$ cat config.mk
export PLATFORM = sky130hd
export DESIGN_NAME = stopwatch_bcd
export DESIGN_NICKNAME = d
export VERILOG_FILES = /design/src/rtl/stopwatch_bcd.sv
export SDC_FILE = /design/constraint.sdc
export NUM_CORES = 1
export LEC_CHECK = 0
export ABC_CLOCK_PERIOD_IN_PS = 4100
export BUFFER_PORTS_ARGS = -buffer_cell sky130_fd_sc_hd__buf_2
export CAP_MARGIN = 5
export CELL_PAD_IN_SITES_DETAIL_PLACEMENT = 0
export CELL_PAD_IN_SITES_GLOBAL_PLACEMENT = 1
export CORE_MARGIN = 2
export CORE_UTILIZATION = 45
export CTS_BUF_LIST = sky130_fd_sc_hd__clkbuf_16
export DETAILED_ROUTE_END_ITERATION = 16
export PLACE_DENSITY = 0.88
export SETUP_SLACK_MARGIN = 0.15
export SLEW_MARGIN = 40
export SYNTH_ARGS = -nofsm -noshare
export SYNTH_HDL_FRONTEND = slang
export SYNTH_SLANG_ARGS = --single-unit
$ cat constraint.sdc
create_clock -name clock_in -period 4.1 [get_ports clock_in]
set_input_delay 0.615 -clock clock_in [delete_from_list [all_inputs] [get_ports clock_in]]
set_output_delay 0.615 -clock clock_in [all_outputs]
set_load 0.01 [all_outputs]
$ cat src/rtl/stopwatch_bcd.sv
// MM:SS.hh BCD stopwatch advanced by a 10 ms tick, with run/pause, lap-freeze
// of the display and clear-from-pause.
//
// state | meaning
// ------+-----------------------------------------------
// IDLE  | counters zeroed, waiting for start
// RUN   | counting, display follows live count
// LAP   | counting, display frozen on lap snapshot
// PAUSE | count held; clear returns to IDLE
module stopwatch_bcd #(
    parameter int MIN_MODULUS = 60
) (
    input  logic        clock_in,
    input  logic        reset,
    input  logic        tick,
    input  logic        start_stop,
    input  logic        lap,
    input  logic        clear,
    output logic [23:0] disp,
    output logic        running,
    output logic        lapped,
    output logic        wrap
);

    typedef enum logic [1:0] {
        S_IDLE  = 2'd0,
        S_RUN   = 2'd1,
        S_PAUSE = 2'd2,
        S_LAP   = 2'd3
    } state_t;

    localparam logic [3:0] MT_LAST = 4'((MIN_MODULUS - 1) / 10);
    localparam logic [3:0] MO_LAST = 4'((MIN_MODULUS - 1) % 10);

    state_t      state_q, state_d;
    logic [23:0] cnt_q, cnt_d;
    logic [23:0] snap_q, snap_d;
    logic [23:0] disp_q, disp_d;
    logic        wrap_q, wrap_d;

    logic [23:0] inc_cnt;
    logic        inc_wrap;
    logic [3:0]  mt, mo, st, so, ht, ho;

    // Live count plus one hundredth, rippling carries up through the minutes.
    always_comb begin
        {mt, mo, st, so, ht, ho} = cnt_q;
        inc_wrap = 1'b0;
        if (ho != 4'd9) begin
            ho = ho + 4'd1;
        end else begin
            ho = 4'd0;
            if (ht != 4'd9) begin
                ht = ht + 4'd1;
            end else begin
                ht = 4'd0;
                if (so != 4'd9) begin
                    so = so + 4'd1;
                end else begin
                    so = 4'd0;
                    if (st != 4'd5) begin
                        st = st + 4'd1;
                    end else begin
                        st = 4'd0;
                        if (mt == MT_LAST && mo == MO_LAST) begin
                            mt       = 4'd0;
                            mo       = 4'd0;
                            inc_wrap = 1'b1;
                        end else if (mo != 4'd9) begin
                            mo = mo + 4'd1;
                        end else begin
                            mo = 4'd0;
                            mt = mt + 4'd1;
                        end
                    end
                end
            end
        end
        inc_cnt = {mt, mo, st, so, ht, ho};
    end

    always_comb begin
        state_d = state_q;
        cnt_d   = cnt_q;
        snap_d  = snap_q;
        wrap_d  = 1'b0;

        // A tick is counted even when the same edge leaves RUN/LAP.
        if (tick && (state_q == S_RUN || state_q == S_LAP)) begin
            cnt_d  = inc_cnt;
            wrap_d = inc_wrap;
        end

        case (state_q)
            S_IDLE: begin
                if (start_stop) state_d = S_RUN;
            end
            S_RUN: begin
                if (start_stop) begin
                    state_d = S_PAUSE;
                end else if (lap) begin
                    state_d = S_LAP;
                    snap_d  = cnt_d;
                end
            end
            S_LAP: begin
                if (start_stop)  state_d = S_PAUSE;
                else if (lap)    state_d = S_RUN;
            end
            S_PAUSE: begin
                if (clear) begin
                    state_d = S_IDLE;
                    cnt_d   = '0;
                end else if (start_stop) begin
                    state_d = S_RUN;
                end
            end
            default: state_d = S_IDLE;
        endcase

        disp_d = (state_q == S_LAP) ? snap_q : cnt_q;
    end

    always_ff @(posedge clock_in or negedge reset) begin
        if (!reset) begin
            state_q <= S_IDLE;
            cnt_q   <= '0;
            snap_q  <= '0;
            disp_q  <= '0;
            wrap_q  <= 1'b0;
        end else begin
            state_q <= state_d;
            cnt_q   <= cnt_d;
            snap_q  <= snap_d;
            disp_q  <= disp_d;
            wrap_q  <= wrap_d;
        end
    end

    assign disp    = disp_q;
    assign wrap    = wrap_q;
    assign running = (state_q == S_RUN) || (state_q == S_LAP);
    assign lapped  = (state_q == S_LAP);

endmodule
---- Word level (Yosys, flattened, before mapping) ----
Index checks and enable logic that the tools add are counted.
word-level totals
  register bits after elaboration ......... 75
  bits in latches ......................... 0
  RAM bits ................................ 0
  bits in read-only memories .............. 0
  input port bits ......................... 6
  memories kept ........................... 0
cells by class
  add/sub/neg operators ................... 6
  multipliers ............................. 0
  div/mod/pow operators ................... 0
  magnitude comparators ................... 0
  equal/unequal tests ..................... 12
  shifts and indexed selects .............. 0
  mux-type cells .......................... 39
  bitwise logic cells ..................... 1
  reductions and logical operators ........ 6
operator list
  cell                 count
  $mux 24              4
  $mux 4               22
  $add 4x1->4 const B  6
  $ne 4x4->1 const B   4
  $mux 2               6
  $pmux 2 s4           1
  $mux 1               6
  $ne 3x3->1 const B   2
  $eq 2x2->1 const B   2
  $eq 4x3->1 const B   1
  $eq 4x4->1 const B   1
  $ne 4x3->1 const B   1
  $reduce_and 3->1     1
  $eq 2x1->1 const B   1
  $logic_and 1x1->1    2
  $logic_not 2->1      1
  $reduce_and 2->1     1
  $logic_or 1x1->1     1
  $not 1->1            1

---- Depth between registers and ports, before layout ----
  word-level depth ........................ 10
  depth in mapped cells ................... 7

---- Worst setup path after synthesis ----
OpenSTA, ideal clock, no wires.
  kind .................................... input to register
  start ................................... input tick
  end ..................................... register snap_q[22]
  library setup time ...................... 0.082 ns
  arrival time ............................ 1.823 ns
  setup slack ............................. 2.195 ns
  cell stages on the path ................. 6
  path buffers ............................ 2
  path through ............................ and3_1 buf_2 nand4_1 buf_2 or4b_4 a31oi_1
between the ends
  longest elaborated chain between the ends .. 2
ends and longest elaborated chain
  what                  line  source
  from (decl)           15    input logic tick,
  $logic_and 1x1->1     89    if (tick && (state_q == S_RUN || state_q == S_LAP)) begin
  $mux 24               89
  to (signal assigned)  134   snap_q <= snap_d;
  to (decl)             37    logic [23:0] snap_q, snap_d;
No other way between the ends.
A chain may end at the register's enable or synchronous reset.

---- Final worst setup path ----
  start ................................... register state_q[0]
  end ..................................... register snap_q[22]
between the ends
  longest elaborated chain between the ends .. 4
  elaborated cells between the ends (all ways) .. 6
  those cells by class .................... 2 x eq/ne; 1 x mux; 3 x reduce/logical
ends and longest elaborated chain
  what                                             line    source
  from (decl)                                      35      state_t state_q, state_d;
  from (signal assigned)                           132     state_q <= state_d;
  $eq 2x1->1 / $eq 2x2->1 (equally long branches)  89, 94
  $logic_or 1x1->1                                 89
  $logic_and 1x1->1                                89
  $mux 24                                          89
Several ways; a longest one is shown, not always the timed one.

==> impl_metrics.json <==
{
  "wl_mm": 6.73,
  "cts.sinks": 75,
  "worst_slew_pin_slew_ns": 0.693,
  "r2r-start": "state_q[0]$_DFFE_PN0P_",
  "root_buffer": "clkbuf_16",
  "peakVddDrop_v": 0.000355,
  "antenna_found_initial": 0,
  "io_pins": 33,
  "hp-class": "input pin to asynchronous set/reset pin",
  "drv_cap": 0,
  "layout_common_cells": "dfrtp_1 (75), o21ai_0 (32), buf_2 (31)",
  "skew_ns": 0.00454,
  "synthDistinctLibCells": 45,
  "gp_congestion": 0.794,
  "drt-wirelength-per-cell_um": 14.8,
  "drv_slew": 0,
  "setup_tns_ns": 0,
  "syn_area_um2": 3440,
  "clkTransAtPathRegs_ns": 0.06,
  "final_common_cell": "dfrtp_1",
  "dr.pass1.iters": 5,
  "diodes": 0,
  "layout.nets": 363,
  "row_count": 31,
  "cts-buffers-inserted": 9,
  "grt.total_usage_pct": 17.8,
  "final_util_pct": 53.9,
  "area_growth_pct": 14.8,
  "postCtsSetupRepairBufs": 0,
  "status": "completed",
  "cts_resized": 0,
  "yosysTopAreaCell": "dfrtp_1",
  "via_per_inst": 5.47,
  "grt_util_met1_pct": 23.9,
  "period_share_pct": 65.7,
  "cp.required_ns": 4.35,
  "critPathMaxFanout": 20,
  "rr_worst_depth": 4,
  "synth_seq_area_share_pct": 54.5,
  "p_per_area_nw_per_um2": 577,
  "cts_hold_buffers": 0,
  "relSlewSlack_pct": 53.7,
  "overflow": 0,
  "h-tree-depth": 3,
  "rrSetupSlack_ns": 1.41,
  "clock_latency_ns": 0.33,
  "worst_r2r_endpoint": "snap_q[22]$_DFFE_PN0P_",
  "drc": 0,
  "vias": 2493,
  "dp_hpwl_mm": 4.30,
  "dieHeight_um": 91.4,
  "finalHoldViolations": 0,
  "cts_tree": "built",
  "grtUsageMet2_pct": 28.2,
  "synth_top_area_share_pct": 54.5,
  "dieArea_um2": 8360,
  "dp_worst_setup_slack_ns": 1.24,
  "syn_area_per_cell_um2": 10.5,
  "synth_edf_count": 0,
  "postSynthCellCount": 327,
  "grt_pass1_vias": 2378,
  "ys.flop_type": "dfrtp_1",
  "worstSetupEndpointType": "flop",
  "async_flop_share_pct": 100,
  "critPathLaunchType": "flop",
  "setup_viol": 0,
  "final.setup.worst_slack_ns": 1.41,
  "ant_nets": 0,
  "rsz0062_at_grt": "no",
  "worstPathArrival_ns": 2.95,
  "core_um2": 7330,
  "yosysWarnings": 0,
  "period_minus_slack_ns": 2.69,
  "dr.first_iter.drc_count": 161,
  "p_leak_nw": 1.88,
  "ys_ff_latch": 75,
  "ys_top_cells_by_area": "dfrtp_1 (55%), mux2_2 (5.9%), o21ai_0 (4.7%)",
  "portBuffers": 32,
  "layout-drive-gt1-share_pct": 20.2,
  "clockBufferDepth": 2,
  "crit_type": "flop to flop",
  "gr-usage-met3_pct": 3.73,
  "start_util_pct": 46.9,
  "clock.fmax_ghz": 0.371,
  "synth_nets": 337,
  "grt_max_degree": 76,
  "top_usage_layer": "met2",
  "grt_first_pass_wirelength_mm": 11.7,
  "dieWidth_um": 91.4
}
==> synthesized netlist by cell type, types with 3 or more instances <==
library cell and number:
a21oi_1 17, a31oi_1 11, and3b_1 3, buf_2 3
clkbuf_1 15, dfrtp_1 75, ha_1 4, inv_1 9
mux2_2 18, nand2_1 30, nand2b_1 3, nand3_1 8
nand4_1 6, nor2_1 29, nor2b_1 6, nor3_1 6
o211ai_1 4, o21ai_0 32, or3_1 4, or4_1 7
xnor2_1 3, xor2_1 3
==> worst max path at each step <==
stage / from / end / slack (ns) / cells after the start
floorplan: tick / snap_q[22]$_DFFE_PN0P_ / 2.20 / 6
global placement: tick / snap_q[22]$_DFFE_PN0P_ / 1.28 / 5
detailed placement: tick / snap_q[22]$_DFFE_PN0P_ / 1.24 / 5
CTS: state_q[0]$_DFFE_PN0P_ / snap_q[22]$_DFFE_PN0P_ / 1.35 / 4
global route: state_q[0]$_DFFE_PN0P_ / snap_q[22]$_DFFE_PN0P_ / 1.09 / 4
finish: state_q[0]$_DFFE_PN0P_ / snap_q[22]$_DFFE_PN0P_ / 1.41 / 4
==> area by class of cell <==
cell class                      instances  area (µm²)
Clock buffer                            9         225
Clock inverter                          6        50.0
Fill cell                             658        3380
Inverter                                9        33.8
Multi-Input combinational cell        222        1450
Sequential cell                        75        1880
Tap cell                               99         124
Timing Repair Buffer                   36         196
==> worst max-delay path, stage by stage, from the launching register on <==
cell,delay [ns]
dfrtp_1,0.49
and3_1,0.55
nand4_1,0.67
or4b_4,0.74
a31oi_1,0.16
==> cell families (layout without fill, tap and decap cells) <==
| kind of cell | count (synthesis) | in the layout | synth area share [%] |
|---|---|---|---|
| adders and majority gates | 4 | 4 | 1.45 |
| AOI/OAI and AO/OA | 71 | 71 | 11.7 |
| buffers and inverters | 30 | 60 | 3.93 |
| xor gates and xnor gates | 6 | 6 | 1.53 |
| DFF | 75 | 75 | 54.5 |
| muxes | 20 | 20 | 6.47 |
| and+or+nand+nor | 121 | 121 | 20.3 |
==> per-stage QoR <==
step           hold slack, ns  cell area (µm²)  power [mW]  std cells
6_report                0.306             3950        2.28        456
5_1_grt                 0.370             3950        2.41        456
4_1_cts                 0.333             3950        2.30        456
3_5_place_dp            0.467             3680        1.56        441
3_3_place_gp            0.461             3660        1.54        439
2_1_floorplan           0.319             3440        1.38        327
==> state kept, by name, summed over array words and instances, names as in the netlist <==
register  cells
wrap          1
cnt_q        24
snap_q       24
state_q       2
disp         24
==> routing by layer <==
layer	wire length, µm	up-vias
met4	115	0
met2	3150	52
li1	-	1221
met5	0	-
met1	3130	1212
met3	332	8
==> report_power, final <==
part           total, mW  internal, mW  switching [mW]
Sequential          1.02         0.911           0.109
Clock              0.739         0.458           0.282
Combinational      0.521         0.229           0.292
Power figures use the tool's default switching activity.
